<file path="config.mk">
export PLATFORM = sky130hd
export DESIGN_NAME = bat_amateur_mem_dump_flat
export DESIGN_NICKNAME = d
export VERILOG_FILES = /design/src/rtl/bat_amateur_mem_dump_if.sv /design/src/rtl/bat_amateur_mem_dump.sv /design/src/flat_wrapper.sv
export SDC_FILE = /design/constraint.sdc
export NUM_CORES = 1
export LEC_CHECK = 0
export BUFFER_PORTS_ARGS = -buffer_cell sky130_fd_sc_hd__clkbuf_2
export CORE_MARGIN = 3
export CORE_UTILIZATION = 23
export CTS_BUF_LIST = sky130_fd_sc_hd__clkbuf_2 sky130_fd_sc_hd__clkbuf_4 sky130_fd_sc_hd__clkbuf_8
export DETAILED_ROUTE_END_ITERATION = 16
export PLACE_DENSITY = 0.44
export SYNTH_ARGS = -nofsm -noshare
export SYNTH_HDL_FRONTEND = slang
export SYNTH_SLANG_ARGS = --single-unit
</file>
<file path="constraint.sdc">
create_clock -name clk_i -period 2.68 [get_ports clk_i]
set_input_delay 0 -clock clk_i [delete_from_list [all_inputs] [get_ports clk_i]]
set_output_delay 0 -clock clk_i [all_outputs]
set_load 0.005 [all_outputs]
</file>
<file path="src/rtl/bat_amateur_mem_dump_if.sv">
`default_nettype none
// ============================================================================
//  Module      : bat_amateur_mem_dump_if
//  Description : Signal bundle between the RAM dump master and its
//                surroundings. Carries the control request (start/abort and
//                address range), the shared RAM bus, and the output word
//                stream.
//                master modport : the dump block
//                slave  modport : system side (CPU halt, RAM, stream sink)
//  Revision    : 1.0 - initial release
// ============================================================================
interface bat_amateur_mem_dump_if #(
    parameter int ADDRESS_WIDTH = 16,
    parameter int DATA_WIDTH    = 16
);
    // Control request
    logic                     start;
    logic                     abort;
    logic [ADDRESS_WIDTH-1:0] start_addr;
    logic [ADDRESS_WIDTH-1:0] end_addr;
    // CPU and shared RAM bus
    logic                     halt;
    logic                     bus_oe;
    logic [ADDRESS_WIDTH-1:0] address_bus;
    logic                     ram_en;
    logic                     ram_rw;
    logic [DATA_WIDTH-1:0]    data_bus;
    // Output stream and status
    logic [DATA_WIDTH-1:0]    dump_data;
    logic [ADDRESS_WIDTH-1:0] dump_addr;
    logic                     dump_valid;
    logic                     dump_ready;
    logic                     busy;
    logic                     done;

    modport master (
        input  start, abort, start_addr, end_addr, data_bus, dump_ready,
        output halt, bus_oe, address_bus, ram_en, ram_rw,
               dump_data, dump_addr, dump_valid, busy, done
    );

    modport slave (
        output start, abort, start_addr, end_addr, data_bus, dump_ready,
        input  halt, bus_oe, address_bus, ram_en, ram_rw,
               dump_data, dump_addr, dump_valid, busy, done
    );
endinterface
`default_nettype wire

</file>
<file path="src/rtl/bat_amateur_mem_dump.sv">
`default_nettype none
// ============================================================================
//  Module      : bat_amateur_mem_dump
//  Description : RAM readback master. Halts the CPU, waits for it to settle,
//                takes the shared RAM bus and reads an inclusive address
//                range, streaming each word out over valid/ready.
//  Ports       : clk_i  - system clock, rising edge
//                rst_i  - synchronous active-high reset
//                bus    - bat_amateur_mem_dump_if.master (request, RAM bus,
//                         output stream, busy/done status)
//  Revision    : 1.0 - initial release
// ============================================================================
module bat_amateur_mem_dump #(
    parameter int ADDRESS_WIDTH    = 16,
    parameter int DATA_WIDTH       = 16,
    parameter int RAM_READ_LATENCY = 1,
    parameter int HALT_SETTLE      = 2
) (
    input wire                     clk_i,
    input wire                     rst_i,
    bat_amateur_mem_dump_if.master bus
);

    // One down-counter serves both the settle wait and the read latency.
    localparam int CNT_MAX = (HALT_SETTLE > RAM_READ_LATENCY) ? HALT_SETTLE : RAM_READ_LATENCY;
    localparam int CNT_W   = $clog2(CNT_MAX + 1);

    localparam logic [CNT_W-1:0]         SETTLE_LOAD = CNT_W'(HALT_SETTLE);
    localparam logic [CNT_W-1:0]         LAT_LOAD    = CNT_W'(RAM_READ_LATENCY);
    localparam logic [CNT_W-1:0]         CNT_ONE     = {{(CNT_W-1){1'b0}}, 1'b1};
    localparam logic [ADDRESS_WIDTH-1:0] ADDR_ONE    = {{(ADDRESS_WIDTH-1){1'b0}}, 1'b1};

    typedef enum logic [2:0] {
        S_IDLE    = 3'd0,
        S_SETTLE  = 3'd1,
        S_READ    = 3'd2,
        S_OUT     = 3'd3,
        S_RELEASE = 3'd4
    } state_e;

    state_e                   state_q, state_d;
    logic [ADDRESS_WIDTH-1:0] cur_q, cur_d;
    logic [ADDRESS_WIDTH-1:0] last_q, last_d;
    logic [CNT_W-1:0]         cnt_q, cnt_d;
    logic [DATA_WIDTH-1:0]    dump_data_q, dump_data_d;
    logic [ADDRESS_WIDTH-1:0] dump_addr_q, dump_addr_d;

    logic                     halt_q, halt_d;
    logic                     bus_oe_q, bus_oe_d;
    logic [ADDRESS_WIDTH-1:0] address_q, address_d;
    logic                     ram_en_q, ram_en_d;
    logic                     ram_rw_q;
    logic                     dump_valid_q, dump_valid_d;
    logic                     busy_q, busy_d;
    logic                     done_q, done_d;

    // ------------------------------------------------------------------
    // Next-state logic
    // ------------------------------------------------------------------
    always_comb begin
        state_d     = state_q;
        cur_d       = cur_q;
        last_d      = last_q;
        cnt_d       = cnt_q;
        dump_data_d = dump_data_q;
        dump_addr_d = dump_addr_q;

        case (state_q)
            S_IDLE: begin
                if (bus.start) begin
                    cur_d   = bus.start_addr;
                    last_d  = bus.end_addr;
                    cnt_d   = SETTLE_LOAD;
                    state_d = S_SETTLE;
                end
            end
            S_SETTLE: begin
                if (bus.abort) begin
                    state_d = S_RELEASE;
                end else if (cnt_q == CNT_ONE) begin
                    cnt_d   = LAT_LOAD;
                    state_d = S_READ;
                end else begin
                    cnt_d = cnt_q - CNT_ONE;
                end
            end
            S_READ: begin
                if (bus.abort) begin
                    state_d = S_RELEASE;
                end else if (cnt_q == CNT_ONE) begin
                    dump_data_d = bus.data_bus;
                    dump_addr_d = cur_q;
                    state_d     = S_OUT;
                end else begin
                    cnt_d = cnt_q - CNT_ONE;
                end
            end
            S_OUT: begin
                // dump_valid is always high here, so ready alone is the
                // handshake. An abort on the handshake cycle still lets the
                // word count as delivered; it just stops further reads.
                if (bus.abort || (bus.dump_ready && (cur_q == last_q))) begin
                    state_d = S_RELEASE;
                end else if (bus.dump_ready) begin
                    cur_d   = cur_q + ADDR_ONE;
                    cnt_d   = LAT_LOAD;
                    state_d = S_READ;
                end
            end
            S_RELEASE: begin
                state_d = S_IDLE;
            end
            default: begin
                state_d = S_IDLE;
            end
        endcase
    end

    // ------------------------------------------------------------------
    // Output decode from the next state, so every output is registered
    // and lines up with the state it belongs to.
    // ------------------------------------------------------------------
    always_comb begin
        halt_d       = 1'b0;
        bus_oe_d     = 1'b0;
        address_d    = '0;
        ram_en_d     = 1'b0;
        dump_valid_d = 1'b0;
        busy_d       = (state_d != S_IDLE);
        done_d       = (state_d == S_RELEASE);

        case (state_d)
            S_SETTLE: begin
                halt_d = 1'b1;
            end
            S_READ: begin
                halt_d    = 1'b1;
                bus_oe_d  = 1'b1;
                ram_en_d  = 1'b1;
                address_d = cur_d;
            end
            S_OUT: begin
                halt_d       = 1'b1;
                bus_oe_d     = 1'b1;
                address_d    = cur_d;
                dump_valid_d = 1'b1;
            end
            default: begin
            end
        endcase
    end

    // ------------------------------------------------------------------
    // Registers
    // ------------------------------------------------------------------
    always_ff @(posedge clk_i) begin
        if (rst_i) begin
            state_q      <= S_IDLE;
            cur_q        <= '0;
            last_q       <= '0;
            cnt_q        <= '0;
            dump_data_q  <= '0;
            dump_addr_q  <= '0;
            halt_q       <= 1'b0;
            bus_oe_q     <= 1'b0;
            address_q    <= '0;
            ram_en_q     <= 1'b0;
            ram_rw_q     <= 1'b1;
            dump_valid_q <= 1'b0;
            busy_q       <= 1'b0;
            done_q       <= 1'b0;
        end else begin
            state_q      <= state_d;
            cur_q        <= cur_d;
            last_q       <= last_d;
            cnt_q        <= cnt_d;
            dump_data_q  <= dump_data_d;
            dump_addr_q  <= dump_addr_d;
            halt_q       <= halt_d;
            bus_oe_q     <= bus_oe_d;
            address_q    <= address_d;
            ram_en_q     <= ram_en_d;
            ram_rw_q     <= 1'b1;   // read-only master
            dump_valid_q <= dump_valid_d;
            busy_q       <= busy_d;
            done_q       <= done_d;
        end
    end

    assign bus.halt        = halt_q;
    assign bus.bus_oe      = bus_oe_q;
    assign bus.address_bus = address_q;
    assign bus.ram_en      = ram_en_q;
    assign bus.ram_rw      = ram_rw_q;
    assign bus.dump_data   = dump_data_q;
    assign bus.dump_addr   = dump_addr_q;
    assign bus.dump_valid  = dump_valid_q;
    assign bus.busy        = busy_q;
    assign bus.done        = done_q;

endmodule
`default_nettype wire

</file>
<file path="src/flat_wrapper.sv">
// flat-port wrapper written by rule: the top's interface ports become plain ports
module bat_amateur_mem_dump_flat 
#(
    parameter int ADDRESS_WIDTH    = 16,
    parameter int DATA_WIDTH       = 16,
    parameter int RAM_READ_LATENCY = 1,
    parameter int HALT_SETTLE      = 2
)
  (clk_i, rst_i, bus_start, bus_abort, bus_start_addr, bus_end_addr, bus_data_bus, bus_dump_ready, bus_halt, bus_bus_oe, bus_address_bus, bus_ram_en, bus_ram_rw, bus_dump_data, bus_dump_addr, bus_dump_valid, bus_busy, bus_done);
  bat_amateur_mem_dump_if #(.ADDRESS_WIDTH(ADDRESS_WIDTH), .DATA_WIDTH(DATA_WIDTH)) bus_i ();
  input wire clk_i;
  input wire rst_i;
  input wire logic [$bits(bus_i.start)-1:0] bus_start;
  input wire logic [$bits(bus_i.abort)-1:0] bus_abort;
  input wire logic [$bits(bus_i.start_addr)-1:0] bus_start_addr;
  input wire logic [$bits(bus_i.end_addr)-1:0] bus_end_addr;
  input wire logic [$bits(bus_i.data_bus)-1:0] bus_data_bus;
  input wire logic [$bits(bus_i.dump_ready)-1:0] bus_dump_ready;
  output wire logic [$bits(bus_i.halt)-1:0] bus_halt;
  output wire logic [$bits(bus_i.bus_oe)-1:0] bus_bus_oe;
  output wire logic [$bits(bus_i.address_bus)-1:0] bus_address_bus;
  output wire logic [$bits(bus_i.ram_en)-1:0] bus_ram_en;
  output wire logic [$bits(bus_i.ram_rw)-1:0] bus_ram_rw;
  output wire logic [$bits(bus_i.dump_data)-1:0] bus_dump_data;
  output wire logic [$bits(bus_i.dump_addr)-1:0] bus_dump_addr;
  output wire logic [$bits(bus_i.dump_valid)-1:0] bus_dump_valid;
  output wire logic [$bits(bus_i.busy)-1:0] bus_busy;
  output wire logic [$bits(bus_i.done)-1:0] bus_done;
  assign bus_i.start = bus_start;
  assign bus_i.abort = bus_abort;
  assign bus_i.start_addr = bus_start_addr;
  assign bus_i.end_addr = bus_end_addr;
  assign bus_i.data_bus = bus_data_bus;
  assign bus_i.dump_ready = bus_dump_ready;
  assign bus_halt = bus_i.halt;
  assign bus_bus_oe = bus_i.bus_oe;
  assign bus_address_bus = bus_i.address_bus;
  assign bus_ram_en = bus_i.ram_en;
  assign bus_ram_rw = bus_i.ram_rw;
  assign bus_dump_data = bus_i.dump_data;
  assign bus_dump_addr = bus_i.dump_addr;
  assign bus_dump_valid = bus_i.dump_valid;
  assign bus_busy = bus_i.busy;
  assign bus_done = bus_i.done;
  bat_amateur_mem_dump #(.ADDRESS_WIDTH(ADDRESS_WIDTH), .DATA_WIDTH(DATA_WIDTH), .RAM_READ_LATENCY(RAM_READ_LATENCY), .HALT_SETTLE(HALT_SETTLE)) u_core (.clk_i(clk_i), .rst_i(rst_i), .bus(bus_i));
endmodule
</file>
* Word-level counts from Yosys, hierarchy flattened *
Cells that the tools add are included.

word-level totals
  register bits after elaboration = 91

cells by class
  add/subtract/negate cells = 2
  eq/ne operators = 15
  muxes and demuxes = 24
  bitwise gates (word level) = 2
  reduce and logical (&&, ||, !) cells = 11

operators with widths
  operator               count
  $mux 16                3
  $pmux 16 s2            1
  $mux 3                 7
  $add 16x1->16 const B  1
  $eq 16x16->1           1
  $mux 2                 7
  $eq 3x2->1 const B     4
  $ne 2x2->1 const B     6
  $pmux 3 s4             1
  $pmux 2 s4             1
  $reduce_and 7->1       1
  $eq 3x1->1 const B     2
  $mux 1                 4
  $reduce_bool 4->1      1
  $reduce_or 2->1        2
  $eq 3x3->1 const B     1
  $logic_not 3->1        1
  $reduce_and 3->1       1
  $reduce_bool 3->1      1
  $reduce_or 3->1        1
  $eq 2x1->1 const B     1
  $not 1->1              2
  $reduce_and 2->1       1
  $sub 2x1->2 const B    1
  other kinds (2)        2

* Depth between registers and ports, before layout *
  depth in word-level cells = 9
  mapped depth = 9
  gate-level depth less buffers = 9

* Worst setup path before layout *
No wires, ideal clock.

  path kind = flip-flop to flip-flop
  from = register u_core.state_q[0]
  to = register u_core.address_q[0], in the netlist u_core.bus.address_bus[0]
  arrival time = 1.784 ns
  data required time = 2.554 ns
  setup slack = 0.770 ns
  cell stages (with the launch flop) = 9
  path buffers = 2
  period minus slack after synthesis = 1.910 ns
  path through = dfxtp_1 buf_2 or3_1 buf_2 mux2i_2 a21o_1 a22o_1 a311oi_1 nor2_1

between the ends
  cells in the longest elaborated chain, start to end = 7
  elaborated cells on any way between the ends = 18
  classes of those cells = 5 x eq/ne; 9 x mux; 1 x bitwise; 3 x reduce/logical

ends and longest elaborated chain
  what                       line                                                                                 source
  start, declared            bat_amateur_mem_dump.sv:41                                                           state_e state_q, state_d;
  start signal, assigned     bat_amateur_mem_dump.sv:173                                                          state_q <= state_d;
  $mux 3 (on tied branches)  bat_amateur_mem_dump.sv:104, bat_amateur_mem_dump.sv:80, bat_amateur_mem_dump.sv:90
  $mux 3 (on tied branches)  bat_amateur_mem_dump.sv:102, bat_amateur_mem_dump.sv:78, bat_amateur_mem_dump.sv:88
  $pmux 3 s4                 bat_amateur_mem_dump.sv:68                                                           case (state_q)
  $eq 3x2->1                 bat_amateur_mem_dump.sv:132                                                          case (state_d)
  $reduce_or 2->1 (no line)  --
  $not 1->1 (no line)        --
  $reduce_or 2->1 (no line)  --
  end signal, assigned       bat_amateur_mem_dump.sv:181                                                          address_q <= address_d;
  end, declared              bat_amateur_mem_dump.sv:50                                                           logic [ADDRESS_WIDTH-1:0] address_q, address_d;

Parallel ways exist; a longest one is shown, timed or not.
A chain may end at the register's enable or synchronous reset.

* Worst setup path after layout *
  from = register u_core.state_q[1]
  to = register u_core.address_q[11], in the netlist u_core.bus.address_bus[11]

Same word-level chain as after synthesis.

==> out/metrics.yaml <==
run_status:
  status: "finished clean"
sta:
  setup_viol: 0
  period_minus_slack_ns: 2.36
  tightest_slew_ns: 0.792
  max-slew-margin-rel: 0.472
  clock.fmax_mhz: 424
  finalMaxSlewViolations: 0
  fin_setup_tns_ns: 0
  skew_ns: 0.0121
  hold_viol: 0
  timing.final.ws_setup_ns: 0.323
  rsz0062_at_grt: "no"
  finalCritPeriodShare: 0.880
setup_path:
  crit_fanout: 20
  end_kind: "flop"
  critical-path-slowest-cell: "dfxtp_1"
  crit_buf_inv: 2
  max_stage_delay_ns: 0.68
  cp.required_ns: 2.98
  crit_type: "reg -> reg"
  start_kind: "flop"
  crit_family: "compound AO/OA/AOI/OAI gates"
  cp_cell_sequence: "and3b_1 -> buf_4 -> o21ai_0 -> a31o_2 -> inv_1 -> nand2_1 -> o22ai_1"
  r2r-start: "u_core.state_q[1]$_SDFF_PP0_"
  crit_start: "u_core.state_q[1]$_SDFF_PP0_"
  crit_arrival_ns: 2.66
grt:
  antenna_found_initial: 1
  grt_pass1_wl_um: 22800
  use_met3: 0.0286
  grtUsageMet1: 0.197
  use_met2: 0.235
  grt_use_total: 0.147
  grt_max_degree: 71
  grt_pass1_vias: 4045
  busiest_layer: "met2"
  grt_overflow: 0
routing:
  dr.pass1.iters: 5
  vias: 4087
  via_per_inst: 4.68
  wl_per_cell_um: 16.7
  drc: 0
  first_iter_violations: 255
  wirelength_um: 14600
  postRouteAntennaNets: 0
hold_path:
  hold_class: "in -> reg"
  hold_start: "bus_start_addr[4]"
final_layout:
  stdcell_area_um2: 5580
  multi_input_area_um2: 2100
  seq_area_um2: 1820
  fin_nets: 699
  drive_above_1_share: 0.255
  fillers: 1919
  fin_util: 0.317
  n_antenna_cell: 0
  area_growth_syn_to_layout_pct: 32.5
synthesis:
  synth-seq-cells: 91
  synth_edf_count: 0
  syn_nets: 565
  async_flop_share: 0
  netlist_area_um2: 4210
  synth.yosys.seq_area_share: 0.433
  synthFlopType: "dfxtp_1"
  syn_avg_cell_area_um2: 8.27
  yosysUniqueCellTypes: 72
  syn_inst: 509
  yosysWarnings: 0
floorplan:
  die_w_um: 141
  fp.dieH_um: 141
  initial_core_util: 0.239
  core_area_um2: 17600
  die_area_um2: 20000
  placementRows: 48
  ios: 108
clock_tree:
  cts_max_path_buffers: 2
  cts-htree-levels: 3
  clk_pin_slew_ns: 0.10
  cts_buffers: 9
  root_buffer: "clkbuf_8"
  clkSinkCount: 91
  cts_tree: "done"
  cts_setup_buffers: 0
  cts_hold_buf: 35
  cts_repair_resize_count: 0
  worstSkewPairLatency_ns: 0.38
power:
  max-vdd-ir-drop_mv: 0.208
  power.leakage_nw: 2.21
  power_mw: 3.00
  power_density_nw_per_um2: 538
placed_design:
  port_buffers: 106
  place_ws_ns: 0.341
  gp_congestion: 0.889
  placedInstanceArea_um2: 4990
  hpwlAfterDp_um: 10600
run:
  maxCapViolCount: 0
-- synth_stat cells, types with 5 or more instances --
library cell / number / area share
xnor2_1: 15 / 0.031
clkbuf_1: 19 / 0.017
nor2_1: 28 / 0.025
nor2b_1: 5 / 0.0074
nand2_1: 109 / 0.097
nand4_1: 6 / 0.0089
nand3_1: 11 / 0.013
a21oi_1: 67 / 0.080
o21ai_0: 11 / 0.013
inv_1: 11 / 0.0098
o22ai_1: 12 / 0.018
mux2i_1: 7 / 0.017
dfxtp_1: 91 / 0.43
buf_2: 14 / 0.017
buf_6: 5 / 0.013
-- layout make-up --
type | count | area share
Inverter | 11 | 0.00740
Timing Repair Buffer | 168 | 0.196
Clock inverter | 5 | 0.0150
Tap cell | 225 | 0.0505
Sequential cell | 91 | 0.327
Multi-Input combinational cell | 362 | 0.377
Clock buffer | 11 | 0.0271
-- logic make-up after synthesis --
group | share of synthesized area
and+or+nand+nor | 0.208
xor gates and xnor gates | 0.0395
muxes | 0.0235
DFF | 0.433
other | 0.000890
adders and majority gates | 0.0113
AOI/OAI and AO/OA | 0.217
buffers and inverters | 0.0680
-- metrics by stage --
| stage | hold slack, ns | cells |
|---|---|---|
| after detailed placement | 0.231 | 822 |
| after global routing | 0.0215 | 873 |
| after CTS | 0.00990 | 873 |
| after floorplan | 0.136 | 509 |
| after global placement | 0.224 | 822 |
| final | 0.0267 | 873 |
-- report_power, final --
part | switching (mW) | internal, mW | leakage [nW]
combinational | 0.248 | 0.205 | 1.36
clock | 0.526 | 0.580 | 0.112
sequential | 0.0471 | 1.40 | 0.739
-- worst reg2reg max path: stages (launching register included) --
cell,delay [ns]
dfxtp_1,0.68
and3b_1,0.42
buf_4,0.21
o21ai_0,0.12
a31o_2,0.37
inv_1,0.11
nand2_1,0.15
o22ai_1,0.21
-- final timing paths --
| path | endpoint | slack (ns) | cells after the start |
|---|---|---|---|
| setup reg to reg | u_core.bus.address_bus[11]$_SDFF_PP0_ | 0.32 | 7 |
| setup / recovery | u_core.bus.address_bus[11]$_SDFF_PP0_ | 0.32 | 7 |
| hold reg to reg | u_core.bus.dump_data[3]$_SDFFE_PP0P_ | 0.46 | 2 |
| hold / removal | u_core.cur_q[4]$_SDFF_PP0_ | 0.03 | 4 |
-- flip-flops by register name (all words and copies together) (netlist names) --
register and cells:
u_core.bus.address_bus 16, u_core.bus.dump_addr 16, u_core.bus.dump_data 16, u_core.cur_q 16, u_core.last_q 16, u_core.state_q 3, u_core.cnt_q 2, u_core.bus.bus_oe 1
u_core.bus.busy 1, u_core.bus.done 1, u_core.bus.dump_valid 1, u_core.bus.halt 1, u_core.bus.ram_en 1
-- cells in the final DEF (no fill, tap or decap), types with 2 or more instances in the layout --
cell / instances
and2_1: 4
nand2_1: 109
inv_1: 11
bufinv_16: 2
a311oi_1: 4
nand4_1: 6
a2111oi_0: 4
dlygate4sd3_1: 35
o21bai_1: 2
and3_1: 4
dfxtp_1: 91
clkbuf_8: 11
and3b_1: 2
buf_4: 26
nor2b_1: 5
a211oi_2: 3
a211o_1: 2
a221oi_1: 2
clkinvlp_4: 2
o211ai_1: 3
nor2_1: 28
a22oi_1: 2
mux2i_1: 7
xor2_1: 4
a21oi_1: 67
a32oi_1: 2
nand3_1: 11
nand2b_1: 4
a22o_1: 3
o21ai_0: 11
clkbuf_2: 106
a31oi_1: 2
xnor2_1: 15
ha_1: 3
nor3_1: 4
a211oi_1: 3
o22ai_1: 12
-- routing by layer --
layer / vias to the layer above / share of wire
met5: - / 0.00055
met2: 102 / 0.47
met1: 1925 / 0.47
met4: 2 / 0.019
li1: 2038 / -
met3: 20 / 0.040
Note: power is estimated with default switching activity, not from simulation.
